## src/rtl/seg_scan_driver.sv

```systemverilog
// Four-digit multiplexed 7-segment scanner with a down-counting digit index,
// a double-buffered display value and a blanking window at the start of each slot.
module seg_scan_driver #(
  parameter int PRESCALE     = 100000,
  parameter int BLANK_CYCLES = 4,
  parameter int CW           = $clog2(PRESCALE)
) (
  input  logic        clck,
  input  logic        reste,
  input  logic [15:0] value,
  input  logic        load,
  input  logic        enable,
  input  logic        blank_lz,
  output logic [3:0]  an,
  output logic [6:0]  seg,
  output logic        dp,
  output logic [1:0]  digit,
  output logic        frame_done
);

  // PRESCALE=1 gives CW=0; keep at least one counter bit so the vector stays legal.
  localparam int CNT_W = (CW < 1) ? 1 : CW;
  localparam logic [CNT_W-1:0] CNT_LAST = CNT_W'(PRESCALE - 1);

  logic [CNT_W-1:0] cnt_q, cnt_d;
  logic [1:0]       digit_q, digit_d;
  logic [15:0]      shadow_q, shadow_d;
  logic [15:0]      active_q, active_d;
  logic             pending_q, pending_d;
  logic             frame_done_q, frame_done_d;
  logic             en_q, en_d;
  logic             blz_q, blz_d;

  logic slot_end, frame_end;

  always_comb begin
    cnt_d        = cnt_q;
    digit_d      = digit_q;
    shadow_d     = shadow_q;
    active_d     = active_q;
    pending_d    = pending_q;
    frame_done_d = 1'b0;
    en_d         = enable;
    blz_d        = blank_lz;

    slot_end  = enable && (cnt_q == CNT_LAST);
    frame_end = slot_end && (digit_q == 2'd0);

    if (!enable) begin
      cnt_d   = '0;
      digit_d = 2'd3;
    end else if (slot_end) begin
      cnt_d   = '0;
      digit_d = digit_q - 2'd1;
    end else begin
      cnt_d = cnt_q + 1'b1;
    end

    // A load coinciding with the frame boundary bypasses the shadow stage.
    if (frame_end) begin
      frame_done_d = 1'b1;
      pending_d    = 1'b0;
      if (load) begin
        active_d = value;
        shadow_d = value;
      end else if (pending_q) begin
        active_d = shadow_q;
      end
    end else if (load) begin
      shadow_d  = value;
      pending_d = 1'b1;
    end
  end

  always_ff @(posedge clck or posedge reste) begin
    if (reste) begin
      cnt_q        <= '0;
      digit_q      <= 2'd3;
      shadow_q     <= '0;
      active_q     <= '0;
      pending_q    <= 1'b0;
      frame_done_q <= 1'b0;
      en_q         <= 1'b0;
      blz_q        <= 1'b0;
    end else begin
      cnt_q        <= cnt_d;
      digit_q      <= digit_d;
      shadow_q     <= shadow_d;
      active_q     <= active_d;
      pending_q    <= pending_d;
      frame_done_q <= frame_done_d;
      en_q         <= en_d;
      blz_q        <= blz_d;
    end
  end

  function automatic logic [6:0] hex7(input logic [3:0] n);
    case (n)
      4'h0: hex7 = 7'b1000000;
      4'h1: hex7 = 7'b1111001;
      4'h2: hex7 = 7'b0100100;
      4'h3: hex7 = 7'b0110000;
      4'h4: hex7 = 7'b0011001;
      4'h5: hex7 = 7'b0010010;
      4'h6: hex7 = 7'b0000010;
      4'h7: hex7 = 7'b1111000;
      4'h8: hex7 = 7'b0000000;
      4'h9: hex7 = 7'b0010000;
      4'hA: hex7 = 7'b0001000;
      4'hB: hex7 = 7'b0000011;
      4'hC: hex7 = 7'b1000110;
      4'hD: hex7 = 7'b0100001;
      4'hE: hex7 = 7'b0000110;
      default: hex7 = 7'b0001110;
    endcase
  endfunction

  logic [3:0] nib;
  logic       in_blank, lead_zero, lit;

  always_comb begin
    nib = active_q[{digit_q, 2'b00} +: 4];
    case (digit_q)
      2'd3:    lead_zero = (active_q[15:12] == 4'h0);
      2'd2:    lead_zero = (active_q[15:8] == 8'h00);
      2'd1:    lead_zero = (active_q[15:4] == 12'h000);
      default: lead_zero = 1'b0;
    endcase
    in_blank = int'(cnt_q) < BLANK_CYCLES;
    // Everything here decodes registers only, so input glitches never reach the pins.
    lit = en_q && !in_blank && !(blz_q && lead_zero);
    an  = lit ? ~(4'b0001 << digit_q) : 4'b1111;
    seg = lit ? hex7(nib) : 7'b1111111;
  end

  assign dp         = 1'b1;
  assign digit      = digit_q;
  assign frame_done = frame_done_q;

endmodule

```

## config.mk

```make
export PLATFORM = sky130hd
export DESIGN_NAME = seg_scan_driver
export DESIGN_NICKNAME = d
export VERILOG_FILES = /design/src/rtl/seg_scan_driver.sv
export SDC_FILE = /design/constraint.sdc
export NUM_CORES = 1
export LEC_CHECK = 0
export BUFFER_PORTS_ARGS = -buffer_cell sky130_fd_sc_hd__buf_2
export CORE_ASPECT_RATIO = 0.75
export CORE_MARGIN = 5
export CORE_UTILIZATION = 62
export CTS_CLUSTER_SIZE = 24
export DETAILED_ROUTE_END_ITERATION = 10
export PLACE_DENSITY = 0.8
export SYNTH_ARGS = -nofsm -noshare
export SYNTH_HDL_FRONTEND = slang
export SYNTH_SLANG_ARGS = --single-unit
```

## constraint.sdc

```tcl
create_clock -name clck -period 8.4 [get_ports clck]
set_clock_uncertainty 0.05 [all_clocks]
set_input_delay 2.1 -clock clck [delete_from_list [all_inputs] [get_ports clck]]
set_output_delay 2.1 -clock clck [all_outputs]
set_load 0.05 [all_outputs]
```

==> results of run 1 <==
logic make-up after synthesis:
family,count (synthesis),share of synthesized area [%]
AND/OR/NAND/NOR,67,13.7
XOR/XNOR,17,5.14
multiplexers,44,20.1
adder cells (fa/ha/maj),12,5.18
buffers and inverters,20,3.32
flip-flops,55,47.6
AO/OA/AOI/OAI,19,4.88
other,1,0.129
area by class of cell:
class / instances / share of cell area, %
multi-input cells: 160 / 44.3
flip-flops and latches: 55 / 42.9
repair buffers: 36 / 5.77
well taps: 57 / 2.22
clock buffers: 5 / 2.14
clock inverters: 3 / 1.56
inverters: 9 / 1.05
worst max-delay path: stages, from the launching register on:
cell and delay, ns:
sky130_fd_sc_hd__dfstp_2 0.67, sky130_fd_sc_hd__mux4_2 0.60, sky130_fd_sc_hd__inv_1 0.16, sky130_fd_sc_hd__ha_1 0.18
sky130_fd_sc_hd__inv_1 0.04, sky130_fd_sc_hd__mux4_2 0.42, sky130_fd_sc_hd__nand2b_1 0.14, sky130_fd_sc_hd__buf_2 0.22
state kept, by name, summed over array words and instances (netlist names):
name,count
active_q,16
blz_q,1
cnt_q,17
digit,2
en_q,1
frame_done,1
pending_q,1
shadow_q,16
cells in the mapped netlist, types with 4 or more instances:
master | n | share of area [%]
sky130_fd_sc_hd__mux2i_1 | 5 | 1.7
sky130_fd_sc_hd__ha_1 | 12 | 5.2
sky130_fd_sc_hd__mux2_4 | 10 | 5.2
sky130_fd_sc_hd__nor4_1 | 5 | 1.1
sky130_fd_sc_hd__inv_1 | 9 | 1.2
sky130_fd_sc_hd__buf_2 | 5 | 0.86
sky130_fd_sc_hd__xor2_1 | 14 | 4.2
sky130_fd_sc_hd__nor2_1 | 17 | 2.2
sky130_fd_sc_hd__nand4_1 | 8 | 1.7
sky130_fd_sc_hd__dfrtp_1 | 53 | 46
sky130_fd_sc_hd__mux2_2 | 24 | 9.3
sky130_fd_sc_hd__nand3_1 | 8 | 1.4
sky130_fd_sc_hd__mux4_2 | 5 | 3.9
sky130_fd_sc_hd__o221ai_1 | 4 | 1.2
sky130_fd_sc_hd__nand2_1 | 8 | 1.0
layer usage:
layer | vias up | GRT usage (%) | wire (um)
met5 | - | 0 | 0
li1 | 909 | - | -
met2 | 62 | 25.5 | 2320
met4 | 0 | 5.45 | 53
met1 | 955 | 33.0 | 2860
met3 | 5 | 3.80 | 346
per-stage QoR:
stage | power (mW) | instance area (um^2)
5_1_grt | 0.514 | 3210
2_1_floorplan | 0.304 | 2900
3_5_place_dp | 0.314 | 3090
3_3_place_gp | 0.314 | 3090
4_1_cts | 0.497 | 3210
6_report | 0.492 | 3210
power groups by stage:
stage	clock network, mW	registers, mW	logic, mW
floorplan	0	0.281	0.0229
global placement	0	0.282	0.0320
detailed placement	0	0.282	0.0322
CTS	0.187	0.277	0.0324
global route	0.200	0.278	0.0359
finish	0.184	0.277	0.0318
worst max-delay path by stage:
stage                               from      to  cells after the start
floorplan           digit[1]$_DFFE_PP1P_  seg[4]                      4
global placement    digit[1]$_DFFE_PP1P_  seg[3]                      7
detailed placement  digit[1]$_DFFE_PP1P_  seg[3]                      7
CTS                 digit[1]$_DFFE_PP1P_  seg[3]                      7
global route        digit[1]$_DFFE_PP1P_  seg[3]                      7
finish              digit[1]$_DFFE_PP1P_  seg[3]                      7
==> flow_metrics.tcl, run 1 <==
set metrics [dict create \
    final_common_cell "sky130_fd_sc_hd__dfrtp_1" \
    number_of_buffers_inserted_during_clock_tree_synthesis 5 \
    clk-insertion-delay-late_ns 0.31 \
    timing.rr.end "cnt_q[16]$_DFF_PP0_" \
    n_fill_cell 320 \
    via_per_inst 5.94 \
    ant_nets 0 \
    io_pins 36 \
    start_util_pct 64.5 \
    netlist_instances 235 \
    min-delay-start "cnt_q[0]$_DFF_PP0_" \
    core-area_um2 4490 \
    totalNegativeSetupSlack_ns 0 \
    dpl.cell_count 317 \
    worstMarginPinSlew_ns 1.05 \
    synth_nets 268 \
    timing.hold.worst.class "flop to flop" \
    power.share.combinational_pct 6.5 \
    power.internal_uw 379 \
    ys_types 47 \
    final-max-slew-violation-count 0 \
    yosysWarnings 0 \
    register_bit_count_reported_by_yosys 55 \
    min_delay_path_depth 1 \
    route.final.wire_length_um 5570 \
    hold-worst-slack_ns 0.441 \
    die_area_um2 6160 \
    hpwlAfterDp_um 3940 \
    fraction_of_final_layout_cells_sized_beyond_drive_strength_1_pct 35.1 \
    drv_cap 0 \
    power_density_nw_per_um2 153 \
    cts-hold-fix-buffers 0 \
    reg2reg_from "cnt_q[0]$_DFF_PP0_" \
    final.period_utilization_pct 58.2 \
    grt_max_degree 56 \
    worst-setup-path-type "flop to output port" \
    post-place-ws_ns 3.86 \
    crit_path_max_fanout 9 \
    worstSetupStartpointType "flop" \
    post_synthesis_to_final_layout_area_growth_pct 10.8 \
    setup_repair_after_global_routing_missed_its_margin "false" \
    tritoncts_clock_tree "built" \
    post_cts_resize_count 0 \
    synth.yosys.seq_area_share_pct 47.6 \
    final_net_count 300 \
    chipHeight_um 69.2 \
    fmax_ghz 0.205 \
    r2r_slack_ns 5.91 \
    overflow 0 \
    clock_sink_count 55 \
    power.leakage_nw 1.47 \
    layout_common_cells "sky130_fd_sc_hd__dfrtp_1 (53), sky130_fd_sc_hd__buf_2 (34), sky130_fd_sc_hd__mux2_2 (24), sky130_fd_sc_hd__nor2_1 (17), sky130_fd_sc_hd__xor2_1 (14)" \
    drtIter0Drc 143 \
    clock_path_buffers 2 \
    die_w_um 89.0 \
    synth-edff-count 0 \
    worst-endpoint-required_ns 6.25 \
    finish.utilization_pct 71.5 \
    vias 1931 \
    finalNonFillerCells 325 \
    fp-row-count 21 \
    async_flop_share_pct 100 \
    drtPass1Iterations 4 \
    dominantRegCellSynth "sky130_fd_sc_hd__dfrtp_1" \
    diodes 0 \
    grtUsageTotal_pct 19.6 \
    fin_crit_ns 4.89 \
    clock_power_share_pct 37.3 \
    max_slew_margin_pct 29.8 \
    synth_area_per_cell_um2 12.3 \
    cp.arrival_ns 2.74 \
    p_switching_uw 113 \
    report.final.hold_viol_count 0 \
    final.setup.worst_slack_ns 3.51 \
    multiInputGateArea_um2 1420 \
    vdd.ir_drop.worst_v 0.000155 \
    post-cts-setup-buffer-count 0 \
    power.share.switching_pct 23.0 \
    cts.root.buffer_cell "sky130_fd_sc_hd__clkbuf_8" \
    antenna_violations_before_repair 0 \
    setup_viol_count_final 0 \
    mappedNetlistArea_um2 2900 \
    endpoint_kind "output port" \
    outcome "complete, no violations" \
    grt_first_pass_wirelength_um 9480 \
    timing.reg2reg.worst_path_depth 5 \
    detail_route.wl_per_cell_um 17.1 \
    portBuffers 34 \
    worst_hold_path.endpoint "cnt_q[0]$_DFF_PP0_" \
    drc_errors 0 \
    clkSlewWorstSetupHoldPaths_ns 0.11 \
    sequentialPowerShare_pct 56.3 \
    htreeDepth 2 \
    gp_congestion 0.869 \
    area.sequential_um2 1380 \
    grt_pass1_vias 1824 \
]
Power figures use the tool's default switching activity.
==> run 2: changes to the inputs <==
Settings changed: ABC_AREA set to 1, CORE_UTILIZATION 62 to 58, PLACE_DENSITY 0.8 to 0.75.
Clock period 8.4 ns to 4.57 ns, I/O delays scaled along.
==> run 2 against run 1 <==
Compared with the run above:
- via count rose by 37%
- critical path type unchanged
- critical path depth rose by 2
- combinational power rose to 4.4 times the previous value
- synthesized area rose by 5.7%
- global-route usage rose by 1.4 points
- non-clock buffer count did not move
==> flow_metrics.tcl, run 2 <==
set metrics [dict create \
    outcome "complete, no violations" \
    r2r_slack_ns 2.71 \
    vdd.ir_drop.worst_v 0.000214 \
    diodes 0 \
    cts.root.buffer_cell "sky130_fd_sc_hd__clkbuf_8" \
    synth_nets 450 \
    drv_cap 0 \
    synth.yosys.seq_area_share_pct 45.0 \
    overflow 0 \
    endpoint_kind "output port" \
    grtUsageTotal_pct 21.1 \
    die_w_um 93.9 \
    route.final.wire_length_um 6550 \
    clock_sink_count 55 \
    yosys.area.top_type_share_pct 43.3 \
    post_synthesis_to_final_layout_area_growth_pct 9.80 \
    io_pins 36 \
    portBuffers 34 \
    synth_area_per_cell_um2 7.35 \
    critical_path_cell_count 9 \
    final-max-slew-violation-count 0 \
    synth-edff-count 0 \
    start_util_pct 61.2 \
    worstPathCellList "inv_1 -> ha_1 -> inv_1 -> nand2_1 -> nand2_1 -> nand2_1 -> a21oi_1 -> nand2_1 -> buf_2" \
    clkSlewWorstSetupHoldPaths_ns 0.10 \
    totalNegativeSetupSlack_ns 0 \
    reg2reg_from "cnt_q[11]$_DFF_PP0_" \
    yosysMostFrequentCell "sky130_fd_sc_hd__nand2_1" \
    cp_num_buf_inv 3 \
    hpwlAfterDp_um 5090 \
    most_area_hungry_cell_type_in_the_yosys_netlist "sky130_fd_sc_hd__dfrtp_1" \
    register_bit_count_reported_by_yosys 55 \
    core-area_um2 5010 \
    final.period_utilization_pct 82.3 \
    number_of_buffers_inserted_during_clock_tree_synthesis 5 \
    timing.reg2reg.worst_path_depth 8 \
    grt_first_pass_wirelength_um 11300 \
    report.final.hold_viol_count 0 \
    cp-endpoint "seg[6]" \
    ys_types 30 \
    post_cts_resize_count 0 \
    drtIter0Drc 158 \
    mappedNetlistArea_um2 3060 \
    area.sequential_um2 1380 \
    detail_route.wl_per_cell_um 12.5 \
    clk-insertion-delay-late_ns 0.31 \
    setup_viol_count_final 0 \
    drtPass1Iterations 5 \
    post-cts-setup-buffer-count 0 \
    vias 2640 \
    worst-endpoint-required_ns 3.38 \
    cp.arrival_ns 2.57 \
    power.leakage_nw 1.76 \
    via_per_inst 5.05 \
    startpoint "digit[0]$_DFFE_PP1P_" \
    tritoncts_clock_tree "built" \
    async_flop_share_pct 100 \
    layout_common_cells "sky130_fd_sc_hd__nand2_1 (178), sky130_fd_sc_hd__dfrtp_1 (53), sky130_fd_sc_hd__nor2_1 (43), sky130_fd_sc_hd__inv_1 (36), sky130_fd_sc_hd__nand3_1 (35)" \
    gp_congestion 0.935 \
    drc_errors 0 \
    crit_path_max_fanout 16 \
    yosys-top-cells-area "sky130_fd_sc_hd__dfrtp_1 (43%), sky130_fd_sc_hd__nand2_1 (22%), sky130_fd_sc_hd__nand3_1 (5.7%), sky130_fd_sc_hd__nor2_1 (5.3%), sky130_fd_sc_hd__ha_1 (4.9%)" \
    clock_path_buffers 2 \
    critical-path-max-stage-delay_ns 0.69 \
    largest_register "cnt_q" \
    library_cell_contributing_the_largest_single_delay_on_the_critical_path "sky130_fd_sc_hd__dfstp_2" \
    worst-setup-path-type "flop to output port" \
    fp-row-count 22 \
    final_common_cell "sky130_fd_sc_hd__nand2_1" \
    dominantRegCellSynth "sky130_fd_sc_hd__dfrtp_1" \
    grt_max_degree 34 \
    worstMarginPinSlew_ns 0.705 \
    final_net_count 483 \
    netlist_instances 417 \
    cts-hold-fix-buffers 0 \
    chipHeight_um 72.9 \
    synthTopCellsByCount "sky130_fd_sc_hd__nand2_1 (178), sky130_fd_sc_hd__dfrtp_1 (53), sky130_fd_sc_hd__nor2_1 (43), sky130_fd_sc_hd__inv_1 (37), sky130_fd_sc_hd__nand3_1 (35)" \
    grt_pass1_vias 2400 \
    fmax_ghz 0.266 \
    flip_flop_count_of_the_largest_register_after_layout 17 \
    antenna_violations_before_repair 0 \
    crit_path_frequent_cell "sky130_fd_sc_hd__nand2_1" \
    setup_repair_after_global_routing_missed_its_margin "false" \
    max_slew_margin_pct 53.0 \
    htreeDepth 2 \
    multiInputGateArea_um2 1480 \
    ant_nets 0 \
    finalPower_uw 929 \
    die_area_um2 6850 \
    worstSetupStartpointType "flop" \
    timing.hold.worst.class "flop to flop" \
    n_fill_cell 466 \
    timing.rr.end "active_q[15]$_DFFE_PP0P_" \
    fraction_of_final_layout_cells_sized_beyond_drive_strength_1_pct 13.1 \
    fin_crit_ns 3.76 \
    yosysWarnings 0 \
    largest_registers "cnt_q: 17 flops, active_q: 16 flops, shadow_q: 16 flops" \
    power_density_nw_per_um2 276 \
    critPathTopFamily "flip-flops" \
]
run 2: changes by cell type after synthesis, moves of 24 or more:
| cell | before | now |
|---|---|---|
| sky130_fd_sc_hd__mux2_2 | 24 | 0 |
| sky130_fd_sc_hd__nand2_1 | 8 | 178 |
| sky130_fd_sc_hd__inv_1 | 9 | 37 |
| sky130_fd_sc_hd__nand3_1 | 8 | 35 |
| sky130_fd_sc_hd__nor2_1 | 17 | 43 |
run 2: cell type report:
class                      instances  share of cell area (%)
clock inverter                     3                   0.669
timing repair buffer              36                    5.50
tap                               72                    2.68
sequential                        55                    41.0
clock buffer                       5                    2.05
inverter                          38                    4.24
multi-input combinational        314                    43.9
run 2: through the flow:
step	cells	instance area (um^2)	utilization (%)	hold slack (ns)	setup slack, ns
finish	523	3360	67.2	0.418	0.807
floorplan	417	3060	-	0.382	1.24
global route	523	3360	67.2	0.447	0.459
detailed placement	515	3270	65.3	0.409	1.14
global placement	515	3270	65.3	0.402	1.27
CTS	523	3360	67.2	0.425	0.781
run 2: cells by family (layout without fill, tap and decap cells):
| group | Yosys count | in the layout | share of synthesized area (%) |
|---|---|---|---|
| fa+ha+maj | 12 | 12 | 4.90 |
| flops | 55 | 55 | 45.0 |
| other cells | 1 | 1 | 0.122 |
| simple gates | 280 | 280 | 39.0 |
| xor+xnor | 4 | 4 | 1.14 |
| buf+inv | 48 | 82 | 6.82 |
| compound gates | 17 | 17 | 2.98 |
run 2: where the power goes:
group          total (mW)  internal (mW)  switching [mW]
Clock               0.273          0.110           0.162
Sequential          0.516          0.505          0.0107
Combinational       0.140         0.0422          0.0981
Total               0.929          0.658           0.271
run 2: how the worst min path moves through the flow:
stage | from | to | slack (ns) | cells after the start
final | cnt_q[0]$_DFF_PP0_ | cnt_q[0]$_DFF_PP0_ | 0.42 | 1
after detailed placement | shadow_q[4]$_DFFE_PP0P_ | shadow_q[4]$_DFFE_PP0P_ | 0.41 | 2
after global placement | cnt_q[0]$_DFF_PP0_ | cnt_q[0]$_DFF_PP0_ | 0.40 | 1
after floorplan | cnt_q[0]$_DFF_PP0_ | cnt_q[0]$_DFF_PP0_ | 0.38 | 1
after CTS | cnt_q[0]$_DFF_PP0_ | cnt_q[0]$_DFF_PP0_ | 0.43 | 1
after global routing | shadow_q[9]$_DFFE_PP0P_ | shadow_q[9]$_DFFE_PP0P_ | 0.45 | 2
run 2: worst reg2reg max path: stages (launching register included):
cell and delay, ns:
sky130_fd_sc_hd__dfrtp_1 0.45, sky130_fd_sc_hd__nor2_1 0.23, sky130_fd_sc_hd__nand2_1 0.13, sky130_fd_sc_hd__inv_1 0.07, sky130_fd_sc_hd__nand2_1 0.06, sky130_fd_sc_hd__nor2_2 0.15, sky130_fd_sc_hd__nand4_2 0.35, sky130_fd_sc_hd__nand2_1 0.20
sky130_fd_sc_hd__nand2_1 0.07
run 2: metal layers:
metal,GRT usage [%],up-vias,routed length (um)
met4,4.65,0,49
met2,28.6,91,2580
met1,33.6,1190,3420
met3,5.26,4,498
met5,0,-,0
li1,-,1355,-
